### config.mk
export PLATFORM = sky130hd
export DESIGN_NAME = operand_line_sequencer
export DESIGN_NICKNAME = d
export VERILOG_FILES = /design/src/rtl/operand_seq_pkg.sv /design/src/rtl/operand_seq_valid_pipe.sv /design/src/rtl/operand_line_sequencer.sv
export SDC_FILE = /design/constraint.sdc
export NUM_CORES = 1
export LEC_CHECK = 0
export CELL_PAD_IN_SITES_DETAIL_PLACEMENT = 1
export CELL_PAD_IN_SITES_GLOBAL_PLACEMENT = 1
export CORE_AREA = 3 3 447 449
export CTS_BUF_LIST = sky130_fd_sc_hd__clkbuf_4 sky130_fd_sc_hd__clkbuf_8
export CTS_CLUSTER_DIAMETER = 30
export CTS_CLUSTER_SIZE = 40
export DETAILED_ROUTE_END_ITERATION = 12
export DIE_AREA = 0 0 450 452
export PLACE_DENSITY = 0.58
export SETUP_SLACK_MARGIN = 0.02
export SKIP_LAST_GASP = 1
export SYNTH_ARGS = -nofsm -noshare
export SYNTH_HDL_FRONTEND = slang
export SYNTH_SLANG_ARGS = --single-unit
### constraint.sdc
create_clock -name clk -period 25.1 [get_ports clk]
set_input_delay 6.275 -clock clk [delete_from_list [all_inputs] [get_ports clk]]
set_output_delay 6.275 -clock clk [all_outputs]
set_load 0.01 [all_outputs]
### src/rtl/operand_seq_pkg.sv
// Shared types and helpers for the operand line sequencer.
package operand_seq_pkg;

  typedef enum logic [1:0] {IDLE, ISSUE, DRAIN, OUTPUT} seq_state_e;

  localparam int LINE_BITS   = 512;
  localparam int STATUS_BITS = 32;

  // Pair `index` ends up in the low 2*data_len bits: a below, b above.
  function automatic logic [LINE_BITS-1:0] pair_extract(input logic [LINE_BITS-1:0] line,
                                                        input int index,
                                                        input int data_len);
    return line >> (2 * index * data_len);
  endfunction

endpackage

### src/rtl/operand_seq_valid_pipe.sv
// LATENCY-deep {valid, tag} shift register that tracks operands in flight
// through the arithmetic unit; reset and flush drop every pending entry.
module operand_seq_valid_pipe #(
  parameter int LATENCY = 2,
  parameter int TAG_W   = 3
) (
  input  logic             clk,
  input  logic             reset,
  input  logic             flush,
  input  logic             in_valid,
  input  logic [TAG_W-1:0] in_tag,
  output logic             head_valid,
  output logic [TAG_W-1:0] head_tag
);

  logic [LATENCY-1:0] vld_p;
  logic [TAG_W-1:0]   tag_p [LATENCY];

  always_ff @(posedge clk) begin
    if (reset || flush) begin
      vld_p <= '0;
    end else begin
      vld_p[0] <= in_valid;
      for (int i = 1; i < LATENCY; i++) vld_p[i] <= vld_p[i-1];
    end
  end

  // Tags are qualified by vld_p, so they carry no reset.
  always_ff @(posedge clk) begin
    tag_p[0] <= in_tag;
    for (int i = 1; i < LATENCY; i++) tag_p[i] <= tag_p[i-1];
  end

  assign head_valid = vld_p[LATENCY-1];
  assign head_tag   = tag_p[LATENCY-1];

endmodule

### src/rtl/operand_line_sequencer.sv
// Streams the operand pairs of one cache line through a fixed-latency unit and
// packs the results into a line. Optional status word: OPERAND_SEQ_STATUS_EN.
module operand_line_sequencer
  import operand_seq_pkg::*;
#(
  parameter int DATA_LEN  = 32,
  parameter int NUM_PAIRS = 8,
  parameter int LATENCY   = 2
) (
  input  logic                 clk,
  input  logic                 reset,
  input  logic                 in_valid,
  output logic                 in_ready,
  input  logic [LINE_BITS-1:0] in_line,
  input  logic [7:0]           in_count,
  output logic                 op_valid,
  output logic [DATA_LEN-1:0]  op_a,
  output logic [DATA_LEN-1:0]  op_b,
  input  logic [DATA_LEN-1:0]  op_result,
  output logic                 out_valid,
  input  logic                 out_ready,
  output logic [LINE_BITS-1:0] out_line,
  output logic                 busy
);

  localparam int TAG_W  = (NUM_PAIRS > 1) ? $clog2(NUM_PAIRS) : 1;
  localparam int PAIR_W = 2 * DATA_LEN;
  localparam logic [7:0] MAX_N = 8'(NUM_PAIRS);
`ifdef OPERAND_SEQ_STATUS_EN
  localparam int OFS = STATUS_BITS;
`else
  localparam int OFS = 0;
`endif

  seq_state_e           state;
  logic [LINE_BITS-1:0] line_reg;
  logic [LINE_BITS-1:0] results;
  logic [7:0]           n;
  logic [7:0]           n_next;
  logic [7:0]           n_m1;
  logic [7:0]           idx;
  logic [TAG_W-1:0]     op_tag;
  logic [PAIR_W-1:0]    pair;
  logic                 head_valid;
  logic [TAG_W-1:0]     head_tag;
  int                   slot_lo;
`ifdef OPERAND_SEQ_STATUS_EN
  logic [15:0]          line_seq;
`endif

  assign in_ready = (state == IDLE) && !reset;
  assign busy     = (state != IDLE);
  assign out_line = results;
  assign n_next   = (in_count > MAX_N) ? MAX_N : in_count;
  assign n_m1     = n - 8'd1;

  // Pair 0 comes straight off in_line so op_valid rises the cycle after accept.
  always_comb begin
    pair    = '0;
    slot_lo = int'(head_tag) * DATA_LEN + OFS;
    if (state == IDLE) pair = PAIR_W'(pair_extract(in_line, 0, DATA_LEN));
    else               pair = PAIR_W'(pair_extract(line_reg, int'(idx), DATA_LEN));
  end

  operand_seq_valid_pipe #(
    .LATENCY (LATENCY),
    .TAG_W   (TAG_W)
  ) u_valid_pipe (
    .clk        (clk),
    .reset      (reset),
    .flush      (in_valid && in_ready),
    .in_valid   (op_valid),
    .in_tag     (op_tag),
    .head_valid (head_valid),
    .head_tag   (head_tag)
  );

  always_ff @(posedge clk) begin
    if (reset) begin
      state     <= IDLE;
      op_valid  <= 1'b0;
      op_a      <= '0;
      op_b      <= '0;
      out_valid <= 1'b0;
      results   <= '0;
`ifdef OPERAND_SEQ_STATUS_EN
      line_seq  <= 16'd0;
`endif
    end else begin
      if (head_valid) results[slot_lo +: DATA_LEN] <= op_result;
      case (state)
        IDLE: begin
          if (in_valid) begin
            line_reg <= in_line;
            n        <= n_next;
            results  <= '0;
`ifdef OPERAND_SEQ_STATUS_EN
            results[STATUS_BITS-1:0] <= {line_seq, 8'h00, n_next};
`endif
            if (n_next == 8'd0) begin
              out_valid <= 1'b1;
              state     <= OUTPUT;
            end else begin
              op_valid <= 1'b1;
              op_a     <= pair[DATA_LEN-1:0];
              op_b     <= pair[PAIR_W-1:DATA_LEN];
              op_tag   <= '0;
              idx      <= 8'd1;
              state    <= (n_next == 8'd1) ? DRAIN : ISSUE;
            end
          end
        end
        ISSUE: begin
          op_valid <= 1'b1;
          op_a     <= pair[DATA_LEN-1:0];
          op_b     <= pair[PAIR_W-1:DATA_LEN];
          op_tag   <= idx[TAG_W-1:0];
          idx      <= idx + 8'd1;
          if (idx == n_m1) state <= DRAIN;
        end
        DRAIN: begin
          op_valid <= 1'b0;
          // Tags retire in order, so the last tag at the head is the final write.
          if (head_valid && head_tag == n_m1[TAG_W-1:0]) begin
            out_valid <= 1'b1;
            state     <= OUTPUT;
          end
        end
        OUTPUT: begin
          if (out_ready) begin
            out_valid <= 1'b0;
            state     <= IDLE;
`ifdef OPERAND_SEQ_STATUS_EN
            line_seq  <= line_seq + 16'd1;
`endif
          end
        end
        default: state <= IDLE;
      endcase
    end
  end

endmodule

# [Word-level counts from Yosys, hierarchy flattened]
# Memories as Yosys holds them, arrays and structs flattened.
# Index checks and enable logic that the tools add are counted.
[totals] ff_bits=1113 ramBits=6 elab_cells=82 mem_count=1
[op_classes] n_addsub=3 n_lt_le_gt_ge=1 eq_ne=12 shift=3 n_mux=33 bitwise_logic=1 reduce_logical=17
[mem_list] name="u_valid_pipe.tag_p" words=2 width=3 read_ports=2 rd_clocked_by_memory_dff=0 write_ports=2 line="operand_seq_valid_pipe.sv:17" text="logic [TAG_W-1:0] tag_p [LATENCY];"
[op_table] op="$mux W512" n=3
[op_table] op="$bwmux W512" n=1
[op_table] op="$shift A32 B33 Y512 const A" n=1
[op_table] op="$shiftx A32 B33 Y512" n=1
[op_table] op="$shr A512 B14 Y64" n=1
[op_table] op="$mux W32" n=4
[op_table] op="$pmux W32 S2" n=2
[op_table] op="$mux W64" n=1
[op_table] op="$neg A8 Y33" n=1
[op_table] op="$mux W8" n=3
[op_table] op="$pmux W8 S2" n=1
[op_table] op="$mux W2" n=6
[op_table] op="$ne A2 B2 Y1 const B" n=5
[op_table] op="$reduce_and A3 Y1" n=3
[op_table] op="$add A8 B1 Y8 const B" n=1
[op_table] op="$eq A8 B1 Y1 const B" n=1
[op_table] op="$eq A8 B8 Y1" n=1
[op_table] op="$gt A8 B4 Y1 const B" n=1
[op_table] op="$logic_not A8 Y1" n=1
[op_table] op="$pmux W2 S4" n=1
[op_table] op="$reduce_and A4 Y1" n=2
[op_table] op="$sub A8 B1 Y8 const B" n=1
[op_table] op="$mux W1" n=6
[op_table] op="$mux W3" n=2
[op_table] op="other kinds (14)" n=20

# [Depth between registers and ports, before layout]
[depth] word_depth=7 depth_mapped=13

# [By module]
# From an unflattened synthesis, not the netlist that was laid out.
[unflattened] cells_unflattened=3072 hier_area_um2=40002.1
[modules_own_cells] module="operand_line_sequencer" instances=1 cells_per_inst=3059 area_each_um2=39804.4 seq_area_each_um2=27556.4
[modules_own_cells] module="operand_seq_valid_pipe" instances=1 cells_per_inst=13 area_each_um2=197.7 seq_area_each_um2=160.2

# [Least setup slack after synthesis]
# No wires, ideal clock.
[synth_timing] path_type="input -> register" from="input reset" to="register line_reg[0] (enable)" setup_ps=952 arrival_time_ps=18655 path_slack_ps=5493 stages=4 path_buffers=2 cell_sequence="clkbuf_1 > clkbuf_1 > nor2_1 > and2_1"
[synth_between] elab_chain_len=2
[synth_lines] element="from (decl)" line="operand_line_sequencer.sv:11" text="input logic reset,"
[synth_lines] element="$not A1 Y1 (no line)"
[synth_lines] element="$reduce_and A3 Y1 (no line)"
[synth_lines] element="to (signal assigned)" line="operand_line_sequencer.sv:94" text="line_reg <= in_line;"
[synth_lines] element="to (decl)" line="operand_line_sequencer.sv:36" text="logic [LINE_BITS-1:0] line_reg;"
# No other way between the ends.
# A chain may end at the register's enable or synchronous reset.

# [Final worst setup path]
[layout_timing] from="input reset" to="output in_ready"
[layout_between] elab_chain_len=2
[layout_lines] element="$logic_not A1 Y1" line="operand_line_sequencer.sv:51" text="assign in_ready = (state == IDLE) && !reset;"
[layout_lines] element="$logic_and A1 B1 Y1" line="operand_line_sequencer.sv:51"
[layout_lines] element="to (decl)" line="operand_line_sequencer.sv:13" text="output logic in_ready,"
# No other way between the ends.

==> run metrics <==
synthesis-stage register bit count 1119; Synth Area per Inst 13.07 µm²; worst slew pin tran 1.098 ns; most common cell after layout, fill and taps aside clkdlybuf4s50_1; clk_skew 0.09056 ns; Netlist cell types 47; Worst EP required 18.82 ns; first-pass GRT wire length 225.9 mm; commonest cells after routing, fill and taps aside clkdlybuf4s50_1 (1134), dfxtp_1 (587), edfxtp_1 (531); status finished clean; H-Tree Depth 5; Ys Warns 0; WL final 161.4 mm; Root Buffer Master clkbuf_8; Final Cycle Share 53.88%; share of cells above drive strength 1 16.10%; drt via density 4.135; fmax 0.07394 GHz; Placed Cells 6622; post-synthesis sequential area ratio 69.49%; Setup Crit Path Kind input port to primary output; Leak Pwr 20.73 nW; GRT Total Usage 15.24%; Mapped Cells 3052; fin. max-slew vios 0; final setup vio count 0; critical path arrival 7.25 ns; CP endpoint kind primary output; worst path cell trace buf_4 -> nor2_1 -> clkdlybuf4s50_1; fraction of registers with async set/reset 0%; unrepaired setup endpoints after global routing no; row count 163; Avg WL per Cell 22.41 µm; via count 29787; core area 196600 µm²; crit start category input port; DRC 0; Final #Nets 4867; IO buf count 1135; maximum vdd drop 53.62 µV; post-CTS repair timing setup buffer count 0; Die Y 452 µm; HP Class flip-flop to flip-flop; DRT antenna net count 0; drt first pass iters 6; EDFF count, synth 531; Top FF cell, synth dfxtp_1; die width 450 µm; Rel. slew slack 26.78%; grt total ovfl 0; Critical Path Slowest Stage Cell clkdlybuf4s50_1; routability cong. 0.7783; setup_tns 0 ns; Worst-path clk slew 0.05 ns; Initial DRC Count 1575; Clock Sinks 1119; Die ar. 203400 µm²; vias in the first global route 31421; peak fanout along the critical path 26; final cell count without fillers 7204; Max Root-Sink Buffers 4; Area Growth Syn to Fin 53.09%; IO Pins 1136; CTS tree built; fin util 31.06%; Clock Latency Late Sink 1.01 ns; PD cells 93.53 nW/µm²; hold_buf cts 0; Num CTS Buffers 318; initial antenna violation count 48; critical path's largest stage delay 0.56 ns; final worst path period need 13.52 ns; max-cap violations 0; mapped cell area 39890 µm²; Initial Util 20.29%; Final Hold Vio Count 0; Final HPWL DP 113.4 mm; largest net degree at the start of global routing 141; post_cts resized 0
[worst paths after layout]
kind	startpoint	end	slack, ns	cells past startpoint
max	reset	in_ready	11.58	3
min	u_valid_pipe.tag_p[0][2]	u_valid_pipe.tag_p[0][5]	0.27	0
max reg2reg	state[0]	line_reg[418]	18.79	10
min reg2reg	u_valid_pipe.tag_p[0][2]	u_valid_pipe.tag_p[0][5]	0.27	0
[layer usage]
| layer | GRT usage (%) | vias up | share of wire, % |
|---|---|---|---|
| met5 | 0 | - | 0.14 |
| met4 | 6.339 | 30 | 3.0 |
| met3 | 5.069 | 333 | 7.0 |
| met2 | 28.01 | 1090 | 54 |
| met1 | 15.82 | 14775 | 36 |
| li1 | - | 13559 | - |
[cell families (layout without fill, tap and decap cells)]
logic type	Yosys count	after routing	share of synthesized area (%)
xor+xnor	18	18	0.4297
simple gates	1012	1012	12.16
fa+ha+maj	9	9	0.2823
other cells	1	27	0.009402
buf+inv	263	1749	2.685
compound gates	433	433	5.979
mux	197	197	8.971
flops	1119	1119	69.49
[Yosys cell counts (all sizes together) (6+ instances only)]
master	number	area share, %
nand4	8	0.13
dfxtp	588	30
nor3	9	0.16
a32oi	6	0.13
nand3	274	3.4
and2	230	3.6
nor2	161	1.5
a21oi	349	4.4
buf	65	0.82
mux2i	68	1.7
a211oi	66	1.2
clkbuf	185	1.7
inv	13	0.12
xor2	12	0.26
edfxtp	531	40
ha	9	0.28
nand2	309	2.9
mux4	128	7.2
[cell type report]
type,instances,area (µm²)
fill,21580,135500
tap,2640,3303
inverter,13,48.80
antenna,23,57.56
clock buffer,419,5466
multi-input combinational,1673,11240
clock inverter,140,1516
sequential,1119,27720
timing repair buffer,1177,11710
[critical path: cells and delay by family]
kind                   cells  cell delay (ns)
buffers and inverters      2             0.78
and+or+nand+nor            1             0.19
[power by group]
part	leakage, nW	switching [W]	internal, W
Sequential	9.67	0.0000610	0.00210
Combinational	7.46	0.000519	0.000344
Clock	3.60	0.000964	0.00172
[through the flow]
stage | hold WS, ns | worst slack [ns] | total power (W) | area, µm²
after floorplan | 0.3096 | 5.493 | 0.002715 | 39900
after global placement | 0.3136 | 11.51 | 0.003065 | 54020
after detailed placement | 0.3133 | 11.55 | 0.003085 | 54020
after CTS | 0.2760 | 11.56 | 0.005821 | 61010
after global routing | 0.3029 | 11.53 | 0.005983 | 61040
final | 0.2713 | 11.58 | 0.005711 | 61060
Note: power is estimated with default switching activity, not from simulation.
